### config.mk
export PLATFORM = sky130hd
export DESIGN_NAME = shift_seq
export DESIGN_NICKNAME = d
export VERILOG_FILES = /design/src/rtl/shift_seq.sv
export SDC_FILE = /design/constraint.sdc
export NUM_CORES = 1
export LEC_CHECK = 0
export BUFFER_PORTS_ARGS = -buffer_cell sky130_fd_sc_hd__buf_2
export CELL_PAD_IN_SITES_DETAIL_PLACEMENT = 0
export CELL_PAD_IN_SITES_GLOBAL_PLACEMENT = 2
export CORE_MARGIN = 2
export CORE_UTILIZATION = 25
export DETAILED_ROUTE_END_ITERATION = 10
export PLACE_DENSITY_LB_ADDON = 0.1
export SETUP_SLACK_MARGIN = 0.1
export SYNTH_ARGS = -nofsm -noshare
export SYNTH_HDL_FRONTEND = slang
export SYNTH_SLANG_ARGS = --single-unit
### constraint.sdc
create_clock -name clk -period 1.39 [get_ports clk]
set_input_delay 0 -clock clk [delete_from_list [all_inputs] [get_ports clk]]
set_output_delay 0 -clock clk [all_outputs]
set_load 0.03 [all_outputs]
### src/rtl/shift_seq.sv
// Sequenced 1-bit-per-clock shift engine with a start/busy/done handshake.
// Supports logical, arithmetic, rotate and serial-in shifts in either direction.
module shift_seq #(
  parameter int DWIDTH = 8,
  parameter int SHW    = 4
) (
  input  logic              clk,
  input  logic              rst,
  input  logic [DWIDTH-1:0] idata,
  input  logic              load,
  input  logic              start,
  input  logic              abort,
  input  logic [SHW-1:0]    shamt,
  input  logic              dir,
  input  logic [1:0]        mode,
  input  logic              fill_bit,
  input  logic              sin,
  output logic [DWIDTH-1:0] odata,
  output logic              sout,
  output logic              sout_valid,
  output logic              busy,
  output logic              done,
  output logic              dbg_state
);

  // Handshake: start is accepted only in IDLE (and only when load is low);
  // busy is high for exactly shamt cycles, done pulses one cycle after the
  // final shift, and abort ends a sequence early without a done pulse.

  typedef enum logic {
    IDLE  = 1'b0,
    SHIFT = 1'b1
  } state_t;

  localparam logic [1:0] MODE_LOG = 2'b00;
  localparam logic [1:0] MODE_ARI = 2'b01;
  localparam logic [1:0] MODE_ROT = 2'b10;
  localparam logic [1:0] MODE_SIN = 2'b11;

  localparam logic [SHW-1:0] CNT_ZERO = '0;
  localparam logic [SHW-1:0] CNT_ONE  = {{(SHW-1){1'b0}}, 1'b1};

  state_t            state_q, state_d;
  logic [DWIDTH-1:0] data_q, data_d;
  logic              sout_q, sout_d;
  logic              sout_valid_q, sout_valid_d;
  logic              done_q, done_d;
  logic [SHW-1:0]    cnt_q, cnt_d;
  logic              dir_q, dir_d;
  logic [1:0]        mode_q, mode_d;
  logic              fill_q, fill_d;

  logic              leave_bit;
  logic              fill_in;
  logic [DWIDTH-1:0] shifted;

  // One-step shift datapath, driven only by the configuration latched at start.
  always_comb begin
    leave_bit = dir_q ? data_q[DWIDTH-1] : data_q[0];
    fill_in   = 1'b0;
    case (mode_q)
      MODE_LOG: fill_in = fill_q;
      MODE_ARI: fill_in = dir_q ? 1'b0 : data_q[DWIDTH-1];
      MODE_ROT: fill_in = leave_bit;
      MODE_SIN: fill_in = sin;
      default:  fill_in = 1'b0;
    endcase
    if (dir_q) begin
      shifted = {data_q[DWIDTH-2:0], fill_in};
    end else begin
      shifted = {fill_in, data_q[DWIDTH-1:1]};
    end
  end

  always_comb begin
    state_d      = state_q;
    data_d       = data_q;
    sout_d       = sout_q;
    sout_valid_d = 1'b0;
    done_d       = 1'b0;
    cnt_d        = cnt_q;
    dir_d        = dir_q;
    mode_d       = mode_q;
    fill_d       = fill_q;

    case (state_q)
      IDLE: begin
        if (load) begin
          data_d = idata;
        end else if (start) begin
          if (shamt == CNT_ZERO) begin
            done_d = 1'b1;
          end else begin
            dir_d   = dir;
            mode_d  = mode;
            fill_d  = fill_bit;
            cnt_d   = shamt;
            state_d = SHIFT;
          end
        end
      end
      SHIFT: begin
        if (abort) begin
          // Partial result is kept; the sequence simply stops here.
          cnt_d   = CNT_ZERO;
          state_d = IDLE;
        end else begin
          data_d       = shifted;
          sout_d       = leave_bit;
          sout_valid_d = 1'b1;
          cnt_d        = cnt_q - CNT_ONE;
          if (cnt_q == CNT_ONE) begin
            state_d = IDLE;
            done_d  = 1'b1;
          end
        end
      end
      default: state_d = IDLE;
    endcase
  end

  always_ff @(posedge clk) begin
    if (rst) begin
      state_q      <= IDLE;
      data_q       <= '0;
      sout_q       <= 1'b0;
      sout_valid_q <= 1'b0;
      done_q       <= 1'b0;
      cnt_q        <= '0;
      dir_q        <= 1'b0;
      mode_q       <= MODE_LOG;
      fill_q       <= 1'b0;
    end else begin
      state_q      <= state_d;
      data_q       <= data_d;
      sout_q       <= sout_d;
      sout_valid_q <= sout_valid_d;
      done_q       <= done_d;
      cnt_q        <= cnt_d;
      dir_q        <= dir_d;
      mode_q       <= mode_d;
      fill_q       <= fill_d;
    end
  end

  assign odata      = data_q;
  assign sout       = sout_q;
  assign sout_valid = sout_valid_q;
  assign done       = done_q;
  assign busy       = (state_q == SHIFT);
  assign dbg_state  = state_q;

endmodule

## Word level (Yosys, flattened, before mapping)

Index checks and enable logic that the tools add are counted.

| cells by class | value |
|---|---|
| add/subtract/negate cells | 1 |
| equality and inequality tests | 9 |
| muxes and demuxes | 25 |
| bitwise operators | 4 |
| reductions and logical operators | 7 |

Operators with widths:

| operator | count |
|---|---|
| $mux 8 | 3 |
| $mux 4 | 4 |
| $pmux 8 s2 | 1 |
| $mux 1 | 13 |
| $ne 2x2->1 const B | 5 |
| $pmux 4 s2 | 1 |
| $eq 2x2->1 const B | 2 |
| $eq 4x1->1 const B | 1 |
| $logic_not 4->1 | 1 |
| $not 1->1 | 4 |
| $pmux 1 s2 | 2 |
| $pmux 1 s4 | 1 |
| $reduce_and 2->1 | 2 |
| $reduce_and 4->1 | 1 |
| $sub 4x1->4 const B | 1 |
| $reduce_and 3->1 | 1 |
| $eq 2x1->1 const B | 1 |
| $logic_not 2->1 | 1 |
| $reduce_or 2->1 | 1 |

| storage, ports and cells | value |
|---|---|
| flip-flop bits (word level) | 20 |
| input port bits | 22 |
| output and inout port bits | 13 |
| logic and storage cells | 55 |

## Longest topological paths before layout

| depth | value |
|---|---|
| word-level depth | 5 |
| mapped depth | 6 |
| mapped depth without buffers | 6 |

## Worst setup path after synthesis

No wires, ideal clock.

| timing path | value |
|---|---|
| kind | reg-to-reg |
| start point | register data_q[7] (netlist: odata[7]) |
| end point | register data_q[0] (netlist: odata[0]) |
| setup time | 80 ps |
| arrival | 1,500 ps |
| required time | 1,310 ps |
| setup slack | -190 ps |
| stages on the path, launching flop included | 5 |
| buffers on the path | 0 |
| clock period less this slack | 1,580 ps |
| cells stage by stage | dfxtp_1 mux2i_1 mux4_2 a21o_1 a211oi_2 |

| between the ends | value |
|---|---|
| word-level cells in the longest chain between the ends | 5 |
| elaborated cells between the ends (all ways) | 6 |
| classes of those cells | mux: 6 |

RTL lines:

| item | RTL line | RTL |
|---|---|---|
| start, declared | 44 | `logic [DWIDTH-1:0] data_q, data_d;` |
| start signal, assigned | 135 | `data_q <= data_d;` |
| $mux 1, on equally long branches | 59, 63 |  |
| $pmux 1 s4 * | 61 | `case (mode_q)` |
| $mux 8 * | 68 | `if (dir_q) begin` |
| $mux 8 * | 103 | `if (abort) begin` |
| $pmux 8 s2 * | 86 | `case (state_q)` |

Every way passes the cells marked *; elsewhere a longest branch is shown, timed or not. The select of a mux whose other input is x is not followed.
A chain may end at the register's enable or synchronous reset.

## Worst setup path in the final report

| timing path | value |
|---|---|
| start point | register dir_q |
| end point | register data_q[0] (netlist: odata[0]) |

| between the ends | value |
|---|---|
| word-level cells in the longest chain between the ends | 5 |
| elaborated cells between the ends (all ways) | 6 |
| classes of those cells | mux: 6 |

RTL lines:

| item | RTL line | RTL |
|---|---|---|
| start, declared | 49 | `logic dir_q, dir_d;` |
| start signal, assigned | 140 | `dir_q <= dir_d;` |
| $mux 1, on equally long branches | 59, 63 |  |
| $pmux 1 s4 | 61 |  |
| $mux 8 * | 68 |  |
| $mux 8 * | 103 |  |
| $pmux 8 s2 * | 86 |  |

Marked as above.

==> results.cfg <==
[status]
status = finished clean

[sta]
fmax_mhz = 730
worst_slew_pin_slew_ps = 411
fin_worst_skew_ps = 4.22
timing.final.ws_setup_ps = 20.3
tns_ps = 0
finalMaxSlewViolations = 0
rsz0062_at_grt = true
setup_violations = 0
period_minus_slack_ps = 1370
finalCritPeriodShare_pct = 98.5
slew_headroom_pct = 72.6
finalHoldViolCount = 0

[power_and_ir_drop]
power_frac_clock_pct = 28.1
p_sw_mw = 0.421
p_per_area_nw_per_um2 = 968
p_seq_share_pct = 47.0
pwr-share-comb_pct = 24.9
ir_worst_vdd_mv = 0.311
swShare_pct = 30.2
internal_power_mw = 0.974
p_leak_nw = 0.598

[floorplanning]
die_h_um = 68.9
ioPinCount = 35
rows = 23
die_area_um2 = 4750
core_region_area_um2 = 4030
initial_core_util_pct = 26.1
die_x_um = 68.9

[route]
ant_nets = 0
drt_iter0_drc = 47
vias = 1003
wl_per_cell_um = 13.6
viasPerCell = 4.75
totalWireLength_um = 2860
drt-pass1-iter-count = 3
post-route-drc-count = 0

[critical_path]
r2r_slack_ps = 20
cpPeakStageDelay_ps = 470
crit_path_top_delay_cell = mux4_2
crit_path_start_kind = register
cp_cell_sequence = mux2i_2 > mux4_2 > a21o_1 > a211oi_2
crit_fanout = 3
critPathBufInv = 0
critical-path-top-delay-family = multiplexers
cp-end-kind = register
cp.required_ps = 1570
crit_type = reg2reg
critPathArrivalTime_ps = 1550

[run]
cap_violations = 0

[clocking]
cts_tree = built
root_buffer = clkbuf_8
clk_latency_ps = 250
htree_num_levels = 1
clock-sinks = 20
cts-buffers-inserted = 3
ctsLongestPathBuffers = 2
path_clk_slew_ps = 80

[synthesis]
syn-num-nets = 144
synth_edf_count = 0
ys_types = 35
yosys_warnings = 0
synth_seq_cells = 20
synth_area_leader_cell = dfxtp_1
netlist_instances = 120
yosysMostFrequentCell = dfxtp_1
syn_area_per_cell_um2 = 8.78
synthTopCellsByCount = dfxtp_1, nor2_1, a211oi_1
async_flop_share_pct = 0
synthFlopType = dfxtp_1
synth.top_cells.by_area = dfxtp_1, nor2_1, mux2i_1
yosysTopAreaCellShare_pct = 38.0
synth_area_um2 = 1050
ys_seq_area_share_pct = 38.0

[place]
port_buffers = 34
place_hpwl_um = 2190
post-place-ws_ps = -10.7
finalWeightedCongestion = 0.805

[final_layout]
drive_gt1_share_pct = 42.2
antennaDiodeCount = 0
syn_to_final_growth_pct = 36.8
fin_util_pct = 35.8
nets = 186
nFillCells = 444

[global_route]
grt_max_degree = 22
grt.total_usage_pct = 13.7
antenna_found_initial = 0
grt_pass1_vias = 1043
grt_pass1_wl_um = 4820
gr-total-overflow = 0

[worst_hold_path]
min_path_type = in2reg
registers in the layout, indices dropped and copies added, names as in the netlist:
signal and flops:
sout_valid 1, dir_q 1, cnt_q 4, sout 1, fill_q 1, odata 8, busy 1, done 1
mode_q 2
timing repair:
action	CTS	global route
pin swaps	2	1
setup buffers	1	0
hold endpoints to repair	4	0
gates resized for setup	5	8
setup endpoints to repair	9	10
cloned	0	0
hold buffers	4	0
through the flow:
step | total power [mW] | area, µm² | instances | hold slack (ps)
2_1_floorplan | 0.885 | 1080 | 120 | 147
3_3_place_gp | 0.988 | 1310 | 202 | 231
3_5_place_dp | 0.990 | 1310 | 202 | 241
4_1_cts | 1.41 | 1420 | 211 | 67.9
5_1_grt | 1.48 | 1440 | 211 | 115
6_report | 1.40 | 1440 | 211 | 75.3
power groups by stage:
stage	Clock, mW	Combinational (mW)	Sequential [mW]
floorplan	0	0.182	0.703
global placement	0	0.323	0.665
detailed placement	0	0.325	0.665
CTS	0.414	0.346	0.654
global route	0.435	0.383	0.664
finish	0.392	0.347	0.656
cells by family after synthesis:
logic type	Yosys count	synth area share, %
AND/OR/NAND/NOR	40	19.0
AO/OA/AOI/OAI	31	20.8
flip-flops	20	38.0
buffers and inverters	14	5.82
multiplexers	12	13.2
adder cells (fa/ha/maj)	2	2.37
XOR/XNOR	1	0.832
path summary, 6_finish.rpt:
| check | cells after the start | end | from |
|---|---|---|---|
| setup / recovery | 4 | odata[0]$_SDFFE_PP0P_ | dir_q$_SDFFE_PP0P_ |
| hold / removal | 3 | odata[6]$_SDFFE_PP0P_ | idata[6] |
| setup reg to reg | 4 | odata[0]$_SDFFE_PP0P_ | dir_q$_SDFFE_PP0P_ |
| hold reg to reg | 2 | cnt_q[1]$_SDFFE_PP0P_ | cnt_q[1]$_SDFFE_PP0P_ |
metal layers:
| metal | global-route usage [%] | vias to the layer above | routed length, µm |
|---|---|---|---|
| li1 | - | 513 | - |
| met1 | 16.9 | 467 | 1320 |
| met2 | 23.9 | 21 | 1410 |
| met3 | 2.76 | 2 | 121 |
| met4 | 4.41 | 0 | 19 |
| met5 | 0 | - | 0 |
worst min-delay path: stages:
cell      delay (ps)
buf_2             80
o211ai_1          80
a21oi_1          130
area by class of cell:
type	count	area (µm²)	share of cell area (%)
Multi-Input combinational cell	86	634	44.0
Inverter	6	22.5	1.56
Tap cell	50	62.6	4.34
Timing Repair Buffer	45	263	18.2
Clock buffer	4	45.0	3.13
Sequential cell	20	414	28.7
cells in the final DEF (no fill, tap or decap), types with 2 or more instances in the layout:
cell / Yosys / routed
clkbuf_8: 0 / 3
nor3_1: 3 / 3
nor2_1: 17 / 17
dlygate4sd3_1: 0 / 4
dfxtp_2: 0 / 2
inv_2: 0 / 2
a211oi_1: 8 / 8
dfxtp_1: 20 / 15
mux2_2: 5 / 5
buf_4: 1 / 7
dfxtp_4: 0 / 3
nand3_1: 3 / 3
buf_2: 4 / 34
nor2b_1: 2 / 2
a22oi_1: 5 / 5
inv_1: 6 / 4
nand2b_4: 0 / 2
a21oi_1: 5 / 5
o21ai_0: 5 / 5
mux2i_1: 6 / 5
nand2_1: 4 / 3
Power figures use the tool's default switching activity.
